<file path="src/rtl/id_ex_stage.sv">
`default_nettype none
// ============================================================================
// id_ex_stage : LEGv8 ID/EX register with ALU-control decode and forwarding
// Revision    : 1.0
// ============================================================================
module id_ex_stage #(
  parameter int DATA_W   = 64,
  parameter int REG_W    = 5,
  parameter int ZERO_REG = 31
) (
  input  logic              clk,
  input  logic              rst_n,
  input  logic              hold,
  input  logic              flush,
  input  logic              id_valid,
  input  logic [DATA_W-1:0] id_rd1,
  input  logic [DATA_W-1:0] id_rd2,
  input  logic [DATA_W-1:0] id_imm,
  input  logic [REG_W-1:0]  id_rn,
  input  logic [REG_W-1:0]  id_rm,
  input  logic [REG_W-1:0]  id_rd,
  input  logic [1:0]        id_alu_op,
  input  logic [10:0]       id_opcode,
  input  logic              id_alu_src,
  input  logic              id_reg_write,
  input  logic              id_mem_read,
  input  logic              id_mem_write,
  input  logic              id_mem_to_reg,
  input  logic              id_branch,
  input  logic              exmem_reg_write,
  input  logic [REG_W-1:0]  exmem_rd,
  input  logic [DATA_W-1:0] exmem_result,
  input  logic              memwb_reg_write,
  input  logic [REG_W-1:0]  memwb_rd,
  input  logic [DATA_W-1:0] memwb_data,
  output logic              load_use_stall,
  output logic [DATA_W-1:0] alu_in1,
  output logic [DATA_W-1:0] alu_in2,
  output logic [3:0]        alu_cnt,
  output logic [DATA_W-1:0] ex_store_data,
  output logic              ex_valid,
  output logic              ex_reg_write,
  output logic              ex_mem_read,
  output logic              ex_mem_write,
  output logic              ex_mem_to_reg,
  output logic              ex_branch,
  output logic [REG_W-1:0]  ex_rd,
  output logic [DATA_W-1:0] ex_imm
);

  localparam logic [REG_W-1:0] C_ZERO   = REG_W'(ZERO_REG);
  localparam logic [10:0]      C_OP_ADD = 11'b10001011000;
  localparam logic [10:0]      C_OP_SUB = 11'b11001011000;
  localparam logic [10:0]      C_OP_AND = 11'b10001010000;
  localparam logic [10:0]      C_OP_ORR = 11'b10101010000;

  logic              r_valid, r_reg_write, r_mem_read, r_mem_write;
  logic              r_mem_to_reg, r_branch, r_alu_src;
  logic [3:0]        r_alu_cnt;
  logic [REG_W-1:0]  r_rn, r_rm, r_rd;
  logic [DATA_W-1:0] r_rd1, r_rd2, r_imm;

  logic [3:0]        w_alu_cnt;
  logic              w_stall;
  logic              w_ctl_en;
  logic [DATA_W-1:0] w_fwd_a, w_fwd_b;

  always_comb begin
    w_alu_cnt = 4'b0010;
    case (id_alu_op)
      2'b00: w_alu_cnt = 4'b0010;
      2'b01: w_alu_cnt = 4'b0111;
      2'b11: w_alu_cnt = 4'b0010;
      default: begin
        case (id_opcode)
          C_OP_ADD: w_alu_cnt = 4'b0010;
          C_OP_SUB: w_alu_cnt = 4'b0110;
          C_OP_AND: w_alu_cnt = 4'b0000;
          C_OP_ORR: w_alu_cnt = 4'b0001;
          default:  w_alu_cnt = 4'b0111;
        endcase
      end
    endcase
  end

  // A load in EX whose destination is read by the ID instruction must wait a cycle.
  assign w_stall = r_valid & r_mem_read & (r_rd != C_ZERO) & id_valid &
                   ((id_rn == r_rd) | (id_rm == r_rd));
  assign w_ctl_en = id_valid;

  always_ff @(posedge clk or negedge rst_n) begin
    if (!rst_n) begin
      r_valid      <= 1'b0;
      r_reg_write  <= 1'b0;
      r_mem_read   <= 1'b0;
      r_mem_write  <= 1'b0;
      r_mem_to_reg <= 1'b0;
      r_branch     <= 1'b0;
      r_alu_src    <= 1'b0;
      r_alu_cnt    <= 4'b0000;
      r_rn         <= '0;
      r_rm         <= '0;
      r_rd         <= '0;
      r_rd1        <= '0;
      r_rd2        <= '0;
      r_imm        <= '0;
    end else if (flush || (!hold && w_stall)) begin
      // Bubble: only the control bits matter downstream, data fields are left as-is.
      r_valid      <= 1'b0;
      r_reg_write  <= 1'b0;
      r_mem_read   <= 1'b0;
      r_mem_write  <= 1'b0;
      r_mem_to_reg <= 1'b0;
      r_branch     <= 1'b0;
      r_alu_src    <= 1'b0;
    end else if (!hold) begin
      r_valid      <= id_valid;
      r_reg_write  <= w_ctl_en & id_reg_write;
      r_mem_read   <= w_ctl_en & id_mem_read;
      r_mem_write  <= w_ctl_en & id_mem_write;
      r_mem_to_reg <= w_ctl_en & id_mem_to_reg;
      r_branch     <= w_ctl_en & id_branch;
      r_alu_src    <= w_ctl_en & id_alu_src;
      r_alu_cnt    <= w_alu_cnt;
      r_rn         <= id_rn;
      r_rm         <= id_rm;
      r_rd         <= id_rd;
      r_rd1        <= id_rd1;
      r_rd2        <= id_rd2;
      r_imm        <= id_imm;
    end
  end

  always_comb begin
    w_fwd_a = r_rd1;
    if (exmem_reg_write && (exmem_rd == r_rn) && (r_rn != C_ZERO))
      w_fwd_a = exmem_result;
    else if (memwb_reg_write && (memwb_rd == r_rn) && (r_rn != C_ZERO))
      w_fwd_a = memwb_data;
  end

  always_comb begin
    w_fwd_b = r_rd2;
    if (exmem_reg_write && (exmem_rd == r_rm) && (r_rm != C_ZERO))
      w_fwd_b = exmem_result;
    else if (memwb_reg_write && (memwb_rd == r_rm) && (r_rm != C_ZERO))
      w_fwd_b = memwb_data;
  end

  assign load_use_stall = w_stall;
  assign alu_in1        = w_fwd_a;
  assign alu_in2        = r_alu_src ? r_imm : w_fwd_b;
  assign ex_store_data  = w_fwd_b;
  assign alu_cnt        = r_alu_cnt;
  assign ex_valid       = r_valid;
  assign ex_reg_write   = r_reg_write;
  assign ex_mem_read    = r_mem_read;
  assign ex_mem_write   = r_mem_write;
  assign ex_mem_to_reg  = r_mem_to_reg;
  assign ex_branch      = r_branch;
  assign ex_rd          = r_rd;
  assign ex_imm         = r_imm;

endmodule
`default_nettype wire

</file>
<file path="config.mk">
export PLATFORM = sky130hd
export DESIGN_NAME = id_ex_stage
export DESIGN_NICKNAME = d
export VERILOG_FILES = /design/src/rtl/id_ex_stage.sv
export SDC_FILE = /design/constraint.sdc
export NUM_CORES = 1
export LEC_CHECK = 0
export CAP_MARGIN = 30
export CELL_PAD_IN_SITES_DETAIL_PLACEMENT = 0
export CELL_PAD_IN_SITES_GLOBAL_PLACEMENT = 1
export CORE_AREA = 5 5 246 248
export CTS_BUF_LIST = sky130_fd_sc_hd__clkbuf_16
export DETAILED_ROUTE_END_ITERATION = 16
export DIE_AREA = 0 0 251 253
export GPL_TIMING_DRIVEN = 0
export HOLD_SLACK_MARGIN = 0.15
export MAX_ROUTING_LAYER = met4
export PLACE_DENSITY_LB_ADDON = 0.1
export SLEW_MARGIN = 20
export SYNTH_ARGS = -nofsm -noshare
export SYNTH_HDL_FRONTEND = slang
export SYNTH_SLANG_ARGS = --single-unit
</file>
<file path="constraint.sdc">
create_clock -name clk -period 2.4 [get_ports clk]
set_input_delay 0.48 -clock clk [delete_from_list [all_inputs] [get_ports clk]]
set_output_delay 0.48 -clock clk [all_outputs]
set_load 0.05 [all_outputs]
</file>
==> results of run 1 <==
## kinds of logic (layout without fill, tap and decap cells)
family / Yosys count / in the layout
AO/OA/AOI/OAI: 206 / 206
XOR/XNOR: 30 / 30
buffers and inverters: 120 / 877
flip-flops: 217 / 217
multiplexers: 335 / 335
other: 1 / 25
AND/OR/NAND/NOR: 309 / 309
## layout make-up
type / count / area share
multi-input combinational: 881 / 0.3811
timing repair buffer: 708 / 0.2906
sequential: 217 / 0.2089
buffer: 113 / 0.04426
tap: 773 / 0.03710
clock buffer: 31 / 0.02976
clock inverter: 25 / 0.005952
antenna: 24 / 0.002304
## worst reg2reg max path, stage by stage (launching register included)
cell and delay [ns]:
dfrtp_2 0.46, xnor2_2 0.15, nand3_1 0.10, o22ai_2 0.10
a211oi_2 0.44, buf_2 0.47, buf_4 0.33, mux2_2 0.38
## power groups by stage
stage | Combinational, W | Sequential (W) | Clock, W
after global placement | 0.00876 | 0.00472 | 0
after CTS | 0.00908 | 0.00469 | 0.00452
after detailed placement | 0.00879 | 0.00473 | 0
after floorplan | 0.00502 | 0.00526 | 0
final | 0.00949 | 0.00473 | 0.00432
after global routing | 0.00985 | 0.00480 | 0.00463
## placed cells by master, fill, tap and decap left out, types with 27 or more instances in the layout
cell type	n
clkdlybuf4s50_1	443
mux2_2	210
dfrtp_1	205
buf_6	157
nand2_1	74
buf_4	67
nand3_1	65
o31ai_4	64
and3_1	64
o21ai_2	63
a31oi_4	61
mux2_4	61
nor3_1	46
clkbuf_16	39
buf_12	28
clkbuf_4	27
## synthesized netlist by cell type, types with 2 or more instances
cell and number:
buf_2 14, clkbuf_1 78, nor2b_1 3, nand3_1 66
mux2i_1 64, nor4_1 2, o31ai_1 64, xor2_1 4
nand2b_1 3, nand4_1 4, o21ai_0 73, xnor2_1 26
a221oi_1 3, nand2_1 76, and3_1 64, and4_1 2
a31oi_1 61, nor2_1 10, nand3b_1 9, nor3_1 62
dfrtp_1 217, mux2_2 271, buf_4 28
## worst paths after layout
kind / start / endpoint / cells past startpoint
min reg2reg: ex_reg_write$_DFFE_PN0P_ / ex_reg_write$_DFFE_PN0P_ / 2
max reg2reg: ex_rd[0]$_DFFE_PN0P_ / r_rd1[48]$_DFFE_PN0P_ / 7
min: rst_n / alu_cnt[2]$_DFFE_PN0P_ / 2
max in group asynchronous: rst_n / ex_imm[37]$_DFFE_PN0P_ / 4
max: r_rm[2]$_DFFE_PN0P_ / alu_in2[9] / 9
min in group clk: ex_reg_write$_DFFE_PN0P_ / ex_reg_write$_DFFE_PN0P_ / 2
## through the flow
| step | instance area [sq um] | utilization | setup slack (ns) |
|---|---|---|---|
| 3_3_place_gp | 22850 | 0.3923 | -11.08 |
| 5_1_grt | 26060 | 0.4475 | -0.9631 |
| 6_report | 26070 | 0.4476 | -0.8695 |
| 3_5_place_dp | 22970 | 0.3944 | -2.782 |
| 4_1_cts | 25080 | 0.4306 | -0.9381 |
| 2_1_floorplan | 15460 | - | -0.3791 |
## layer usage
metal | GRT usage | vias up | share of wire
met4 | 0.05302 | 0 | 0.022
met2 | 0.3771 | 383 | 0.50
met1 | 0.2745 | 6522 | 0.42
met3 | 0.04766 | 74 | 0.053
met5 | - | - | 0
li1 | - | 6064 | -
## timing repair
item	in CTS	in global routing
setup endpoints to repair	398	399
pin swaps	29	42
buffers inserted	31	21
cloned	10	3
resized for setup	1286	414
hold endpoints to repair	47	0
hold buffers	1	0
==> summary.txt, run 1 <==
Placed design
  • IO buf count: 641
  • Hpwl dp: 56970 um
  • Placed cell count: 2638
  • Final Wtd Congestion: 0.8347

Floorplanning
  • Die footprint: 63500 sq um
  • Initial Util: 0.2205
  • Row Count: 89
  • Core region area: 58240 sq um
  • Die extent in y: 253 um
  • I/O pin count: 643
  • Die width: 251 um

Job
  • MaxCap Viol Count: 0

Cells and area
  • Fillcell total: 5510
  • Area of all sequential standard cells: 5445 sq um
  • Post-Layout Cell Count: 2772
  • Area Growth Syn to Fin: 103.0%
  • # nets final: 2323
  • Share of cells above drive strength 1: 0.4916
  • Area of the multi-input gates: 9935 sq um

STA
  • Worst clock skew: 0.01305 ns
  • Tcrit/Tclk final: 1.362
  • Max Freq: 0.3059 GHz
  • Worst slew margin: 0.3775
  • Pins Over Slew Limit: 0
  • Hold Fails Final Rpt: 0
  • Period minus WS final: 3.270 ns
  • Final setup fails: 350
  • Final setup margin: -0.8695 ns
  • RSZ-0062 raised after global routing: true
  • Worst slew pin tran: 0.9337 ns
  • Total Neg Setup Slack: -144.94 ns
  • Final Hold Slack: 0.3982 ns

GRT
  • Vias in the first global route: 13830
  • Gr usage total: 0.2230
  • Remaining global-route overflow: 0
  • Global-route wire length before repair: 101500 um
  • Initial antenna violation count: 25
  • Largest net degree at the start of global routing: 78

CTS
  • CTS root buf: clkbuf_16
  • Cts bufs inserted: 31
  • Htree depth: 1
  • Worst skew pair latency: 0.57 ns
  • Worst-case clock buffer depth: 3
  • Sink Count: 217
  • CTS tree: built
  • Clk slew on worst S/H paths: 0.05 ns

Detailed routing
  • DRC: 0
  • Detailed Route WL: 72940 um
  • Wire length per cell: 26.31 um
  • TritonRoute pass-1 iters: 4
  • Initial DRC Count: 571
  • Post-DR vias/cell: 4.705
  • Via Count: 13040
  • Post-route antenna net violation count: 0

Yosys
  • XOR/XNOR Fraction of Synth Area: 0.02046
  • Simple-gate portion of the synthesized area: 0.1233
  • EDFF count, synth: 0
  • Ys flop type: dfrtp_1
  • Netlist cell types: 37
  • Post-synthesis mux area share: 0.2875
  • Syn Std Cell Area: 12840 sq um
  • Top-area cell type share of the netlist area: 0.4228
  • Post-Synth Adder-Cell Area: 0
  • Cell taking the most area after synthesis: dfrtp_1
  • Synthesized Nets: 1589
  • Post-Syn Instances: 1218
  • Largest family of logic cells by synthesized area: multiplexers
  • Average size of a mapped cell: 10.54 sq um
  • Post-synthesis sequential area ratio: 0.4228
  • Synth Area in Compound Gates: 0.1010
  • Synth warn: 0
  • Register bit total from synthesis: 217
  • Synth async-reset ratio: 1.000
  • Synth top area cells: dfrtp_1 (42%), mux2_2 (24%), mux2i_1 (5.0%)

Setup path
  • Most used cell, CP: buf_12
  • Crit path DAT: 2.79 ns
  • WP buf/inv: 4
  • Worst-path fanout max: 10
  • Critical-path cell list: xnor2_4 -> nand4_4 -> buf_12 -> or2_4 -> buf_12 -> buf_12 -> a31oi_4 -> mux2_4 -> buf_2
  • CP max stage cell: dfrtp_2
  • R2R Setup Slk: -0.15 ns
  • CP endpoint kind: primary output
  • Crit path kind: register to primary output
  • CP delay by family, top: buffers and inverters
  • Max stage delay on crit path: 0.49 ns
  • Crit path required time: 1.92 ns
  • Crit path launch type: register

Pwr
  • Maximum vdd drop: 0.5245 mV
  • Pleak: 9.927 nW
  • Pint: 0.01077 W
  • Sw Share: 0.4195
  • Pwr/cell area: 711.4 nW/um^2
  • Net Sw Power: 0.007779 W
  • Clock network fraction of total power: 0.233
  • Comb pwr share: 0.512
  • Pwr Total: 0.01854 W
  • Flop pwr share: 0.255

Min path
  • Hold crit path type: input port to asynchronous set/reset pin

Run status
  • Status: finished, violations left
  • Failing checks: setup timing
(Power assumes the default switching activity.)
==> run 2: changes to the inputs <==
MAX_ROUTING_LAYER = unset   (was met4)
==> run 2 against run 1 <==
Effect of this change:
- the run still ends with setup timing left
- global-route usage shrank 0.65 points
- maximum frequency increased by 0.38%
- count of clock-buffer cells in the layout did not move
- design area decreased by 0.12%
- largest cell class unchanged
- register-to-register slack better by 0.25 ns
- critical endpoint is now alu_in2[8]
- cell count down 0.36%
- sequential share of layout area about the same
- non-clock buffer count fell by 2
- total power barely moved
- routed wire length grew 0.13%
- setup slack improved by 0.013 ns
- sequential cell count unchanged
==> summary.txt, run 2 (synthesis gave the netlist of run 1 again) <==
STA
  • Hold Fails Final Rpt: 0
  • Worst clock skew: 0.01435 ns
  • Pins Over Slew Limit: 0
  • Max Freq: 0.3070 GHz
  • Worst slew pin tran: 0.9423 ns
  • Worst slew margin: 0.3718
  • RSZ-0062 raised after global routing: true
  • Tcrit/Tclk final: 1.357
  • Period minus WS final: 3.257 ns
  • Total Neg Setup Slack: -135.64 ns
  • Final setup margin: -0.8570 ns
  • Final setup fails: 192

GRT
  • Vias in the first global route: 13810
  • Largest net degree at the start of global routing: 78
  • Initial antenna violation count: 24
  • Gr usage total: 0.2165
  • Remaining global-route overflow: 0
  • Global-route wire length before repair: 101700 um

Setup path
  • Crit path DAT: 2.78 ns
  • Crit path required time: 1.92 ns
  • CP endpoint kind: primary output
  • Worst reg2reg endpoint: r_rd1[6]$_DFFE_PN0P_
  • Max stage delay on crit path: 0.49 ns
  • Worst path depth: 9
  • R2R Path Start: ex_rd[0]$_DFFE_PN0P_
  • Reg2reg path depth: 7
  • CP max stage cell: dfrtp_2
  • R2R Setup Slk: 0.10 ns
  • CP delay by family, top: buffers and inverters
  • Crit path launch type: register
  • Critical-path cell list: xnor2_2 -> nand4_1 -> buf_6 -> buf_12 -> clkbuf_16 -> o31ai_4 -> a31oi_4 -> mux2_4 -> buf_2
  • Crit path kind: register to primary output
  • Worst-path fanout max: 7
  • WP buf/inv: 4

Placed design
  • Area after DPL: 22970 sq um
  • Placed cell count: 2638
  • Hpwl dp: 56970 um
  • Final Wtd Congestion: 0.8223
  • IO buf count: 641

Pwr
  • Pleak: 9.939 nW
  • Maximum vdd drop: 0.5269 mV
  • Pwr/cell area: 711.7 nW/um^2
  • Pwr Total: 0.01853 W

Cells and area
  • Post-layout util: 0.4471
  • Most frequent cells in the layout: clkdlybuf4s50_1 (441), mux2_2 (210), dfrtp_1 (205), buf_6 (159), nand2_1 (74)
  • Post-route cell area: 26040 sq um
  • # nets final: 2321
  • Most common cell after layout, fill and taps aside: clkdlybuf4s50_1
  • Share of cells above drive strength 1: 0.4901
  • Post-Layout Cell Count: 2762
  • Area Growth Syn to Fin: 102.7%

CTS
  • Htree depth: 1
  • Clk slew on worst S/H paths: 0.05 ns
  • CTS tree: built
  • Sink Count: 217
  • Cts bufs inserted: 31
  • CTS root buf: clkbuf_16
  • Worst skew pair latency: 0.57 ns
  • Worst-case clock buffer depth: 3

Floorplanning
  • I/O pin count: 643
  • Initial Util: 0.2205
  • Die extent in y: 253 um
  • Row Count: 89
  • Die footprint: 63500 sq um
  • Die width: 251 um
  • Core region area: 58240 sq um

Run status
  • Failing checks: setup timing
  • Status: finished, violations left

Detailed routing
  • WL met1: 30440 um
  • Metal3 WL: 4078 um
  • Post-route antenna net violation count: 0
  • Highest routed layer: met5
  • Initial DRC Count: 600
  • TritonRoute pass-1 iters: 4
  • Wire length per cell: 26.44 um
  • Post-DR vias/cell: 4.714
  • DRC: 0
  • Detailed Route WL: 73040 um
  • DR WL met2: 36760 um
  • Via Count: 13020

Job
  • MaxCap Viol Count: 0

Min path
  • Hold crit path type: input port to asynchronous set/reset pin
run 2: power breakdown:
group / internal [W] / switching (W)
combinational: 0.00404 / 0.00544
clock: 0.00252 / 0.00180
sequential: 0.00420 / 0.000531
run 2: layout make-up:
type / instances / area [sq um]
Antenna cell: 16 / 40.04
Fill cell: 5515 / 32200
Buffer: 113 / 1147
Tap cell: 773 / 967.2
Multi-Input combinational cell: 881 / 9931
Sequential cell: 217 / 5445
Timing Repair Buffer: 706 / 7575
Clock inverter: 25 / 155.1
Clock buffer: 31 / 775.7
run 2: metal layers:
layer	vias to the layer above	track usage
li1	6051	-
met1	6501	0.2722
met2	371	0.3779
met3	83	0.05002
met4	14	0.05302
met5	-	0
run 2: worst max path at each step:
stage	from	endpoint
after floorplan	memwb_rd[4]	alu_in2[10]
after global placement	rst_n	r_rm[4]$_DFFE_PN0P_
after detailed placement	exmem_rd[4]	alu_in1[47]
after CTS	r_rm[2]$_DFFE_PN0P_	alu_in2[10]
after global routing	r_rm[1]$_DFFE_PN0P_	alu_in2[8]
final	r_rm[2]$_DFFE_PN0P_	alu_in2[8]
run 2: timing repair:
item	4_1_cts	5_1_grt
endpoints found under the setup margin	398	399
buffers inserted	31	18
pin swaps	29	38
cloned	10	4
hold buffers	1	0
endpoints found under the hold margin	47	0
gates resized for setup	1286	415
run 2: metrics by stage:
step,worst slack (ns),hold WS (ns)
2_1_floorplan,-0.3791,0.1844
3_3_place_gp,-11.08,0.4669
3_5_place_dp,-2.782,0.4180
4_1_cts,-0.9381,0.3936
5_1_grt,-0.9468,0.4204
6_report,-0.8570,0.4008
==> RTL change 1 (settings of run 2) <==
Change the parameter `DATA_W` from 64 to 72.
--- a/src/rtl/id_ex_stage.sv
+++ b/src/rtl/id_ex_stage.sv
@@ -5,5 +5,5 @@
 // ============================================================================
 module id_ex_stage #(
-  parameter int DATA_W   = 64,
+  parameter int DATA_W   = 72,
   parameter int REG_W    = 5,
   parameter int ZERO_REG = 31
Interface: changed (9 resized); port bits go from 643 to 715. No check against the original RTL was run, so the function may have changed too.
==> RTL change 1 against run 2 <==
The flow still finishes with violations (setup timing); clock skew up 0.014 ns; sequential share of layout area decreased by 1.5 points; non-clock buffer count up 113; synthesized area increased by 11%; power rose by 17%; register-to-register slack about the same; fmax grew 1.3%; sequential cell count up 24; routed wire length increased by 13%; cell area is 19% higher; worst hold slack gained 0.053 ns; final cell count rose by 8.4%; worst setup slack better by 0.043 ns.
==> RTL change 1: results <==
metrics = {
    "clock_tree": {
        "clk_latency_ns": 0.55,
        "numCtsBuffers": 34,
    },
    "placement": {
        "place.gp.congestion": 0.814,
        "place_area_um2": 25400,
        "dp_hpwl_mm": 63.5,
        "pre_cts_ws_ns": -2.55,
    },
    "setup_path": {
        "critPathLaunch": "memwb_rd[0]",
        "r2r_cells": 8,
    },
    "power": {
        "power.switching_mw": 9.03,
        "p_leak_nw": 12.0,
        "p_seq_share_pct": 24.2,
    },
    "final_layout": {
        "fin_nets": 2597,
        "layout-drive-gt1-share_pct": 48.0,
    },
    "global_route": {
        "grtUsageMet3_pct": 5.80,
        "antenna_found_initial": 21,
        "grt_pass1_vias": 16000,
        "grt_first_pass_wirelength_mm": 116,
        "gr-usage-all-layers_pct": 24.6,
        "use_met1_pct": 29.0,
    },
    "outcome": {
        "violations": "setup timing",
        "status": "finished, violations left",
    },
    "sta": {
        "setup_viol": 216,
        "skew_ns": 0.0283,
        "fin_tns_setup_ns": -144.72,
        "fin_ws_ns": -0.814,
    },
    "detailed_routing": {
        "vias": 14800,
        "drt_iter0_drc": 567,
        "drt-total-wl_mm": 82.7,
        "routedWlPerCell_um": 27.6,
    },
    "yosys": {
        "synthTopCellsByArea": "dfrtp_1 (42%), mux2_1 (13%), mux2_2 (11%)",
    },
}
RTL change 1: timing repair:
| item | CTS | global route |
|---|---|---|
| resized for setup | 1745 | 577 |
| gates cloned | 14 | 7 |
| hold buffers | 1 | 0 |
| hold endpoints to repair | 51 | 0 |
| pin swaps | 58 | 42 |
| buffers inserted | 35 | 34 |
| setup endpoints to repair | 453 | 453 |
RTL change 1: worst max-delay path by stage:
stage                             end  slack, ns  cells past startpoint
after floorplan           alu_in2[70]      -0.44                      8
after detailed placement  alu_in1[18]      -2.55                     10
after global placement        r_rm[0]     -12.08                      1
final                      alu_in2[7]      -0.81                     10
after CTS                 alu_in2[37]      -0.85                      8
after global routing      alu_in2[52]      -0.93                      8
RTL change 1: layout make-up:
cell class                      count  area [µm²]  area share, %
Clock inverter                     25         154          0.495
Multi-Input combinational cell    977       12400           39.7
Clock buffer                       37         926           2.98
Timing Repair Buffer              803        9240           29.7
Buffer                            129        1380           4.44
Tap cell                          773         967           3.11
Antenna cell                        8        20.0         0.0644
Sequential cell                   241        6040           19.4
RTL change 1: cells by family (layout without fill, tap and decap cells):
logic type	Yosys count	in the layout	synth area share, %
simple gates	341	341	12.2
other cells	1	9	0.0264
flops	241	241	42.4
xor+xnor	30	30	1.90
mux	375	375	29.0
buf+inv	133	994	4.24
compound gates	230	230	10.2
RTL change 1: worst reg2reg max path: stages (launching register included):
cell and delay (ns):
dfrtp_2 0.46, xnor2_2 0.16, nand3_1 0.10, o22ai_2 0.10, a211oi_4 0.28, buf_12 0.17, buf_6 0.25, buf_4 0.29
mux2_1 0.36
==> RTL change 2 (settings of run 2) <==
Made on the original files. Reset style: synchronous (`rst_n`), changed in one clocked block.
--- a/src/rtl/id_ex_stage.sv
+++ b/src/rtl/id_ex_stage.sv
@@ -89,5 +89,5 @@
   assign w_ctl_en = id_valid;
 
-  always_ff @(posedge clk or negedge rst_n) begin
+  always_ff @(posedge clk) begin
     if (!rst_n) begin
       r_valid      <= 1'b0;
Function: differs if rst_n is asserted again (counterexample within 4 cycles, from zero or initial values and one cycle with rst_n low); with rst_n held inactive, the same outputs for 4 cycles.
==> RTL change 2 against run 2 <==
Cell area decreased by 3.0%; synthesized area decreased by 0.76%; worst setup slack improved by 0.21 ns; register-to-register slack improved by 0.16 ns; sequential cell count unchanged; routed wire length increased by 4.0%; the flow still finishes with violations (setup timing); fmax increased by 7.0%; core utilization decreased by 1.3 points.
Power is not compared: it rests on default switching activity, and its combinational part moved more than twofold at a synthesized area within 25%.
==> RTL change 2: results <==
metrics = {
    "outcome": {
        "status": "finished, violations left",
        "violations": "setup timing",
    },
    "sta": {
        "fin_tns_setup_ns": -97.48,
        "whs_ns": 0.454,
        "setup_viol": 194,
        "fin_ws_ns": -0.644,
        "skew_ns": 0.0147,
        "tightest_slew_ns": 0.785,
    },
    "min_path": {
        "min_path_type": "register to register",
        "hold_depth": 2,
    },
    "yosys": {
        "synth_cell_types": 43,
        "yosysSeqAreaShare_pct": 34.1,
        "synthTopCellsByArea": "dfxtp_1 (34%), mux2i_1 (22%), nand2_1 (14%)",
        "synth_cells": 1584,
        "async_flop_share_pct": 0,
        "netlist_top_cells_count": "nand2_1 (486), mux2i_1 (274), dfxtp_1 (217)",
    },
    "detailed_routing": {
        "routedWlPerCell_um": 24.4,
        "viasPerCell": 4.70,
        "wl_met1_mm": 30.3,
        "drt_iter0_drc": 647,
        "wl_met3_mm": 5.00,
        "drt-total-wl_mm": 76.0,
    },
    "clock_tree": {
        "cts_resized": 1418,
        "cts.htree.levels": 2,
        "clk_latency_ns": 0.54,
        "postCtsSetupBuffers": 40,
        "numCtsBuffers": 34,
    },
    "setup_path": {
        "rrSetupSlack_ns": 0.26,
        "crit_slowest_cell": "dfxtp_4",
        "crit_end": "alu_in2[43]",
        "critPathMaxStageDelay_ns": 0.39,
        "reg2reg_to": "ex_imm[39]",
        "r2r-start": "ex_rd[0]",
        "crit_fanout": 10,
        "crit_arrival_ns": 2.56,
    },
    "global_route": {
        "grt_max_degree": 11,
        "grtUsageMet3_pct": 6.12,
        "use_met1_pct": 26.9,
        "antenna_found_initial": 27,
        "gr-usage-all-layers_pct": 22.8,
        "grt_first_pass_wirelength_mm": 108,
    },
    "power": {
        "peakVddDrop_mv": 0.400,
    },
    "placement": {
        "port_buffers": 640,
        "place.gp.congestion": 0.827,
        "pre_cts_ws_ns": -2.17,
        "dp_hpwl_mm": 58.8,
        "dpl.cell_count": 3001,
    },
    "final_layout": {
        "layout-drive-gt1-share_pct": 33.9,
    },
}
## RTL change 2: changes by cell type after synthesis, sizes merged, moves of 4 or more
cell           run 2  this run
nand2             76       486
dfrtp            217         0
dfxtp              0       217
mux2i             64       274
mux2             271        64
and3              64         1
o31ai             64         1
o21ai             73       130
buf               42        68
nor2              11         1
nand3b             9         1
a22o               0         6
a31oi             61        65
## RTL change 2: kinds of logic after synthesis
kind of cell / synth area share [%]
xor gates and xnor gates: 2.06
and+or+nand+nor: 20.6
buffers and inverters: 6.47
muxes: 27.2
AOI/OAI and AO/OA: 9.56
DFF: 34.1
other: 0.0294
## RTL change 2: layout make-up
type                            instances  area (µm²)  share of cell area, %
Antenna cell                           14        35.0                  0.139
Buffer                                142        1290                   5.11
Clock buffer                           37         926                   3.66
Clock inverter                         22         228                  0.901
Inverter                                2        7.51                 0.0297
Multi-Input combinational cell       1219       10400                   41.0
Sequential cell                       217        4380                   17.3
Tap cell                              773         967                   3.83
Timing Repair Buffer                  691        7070                   28.0
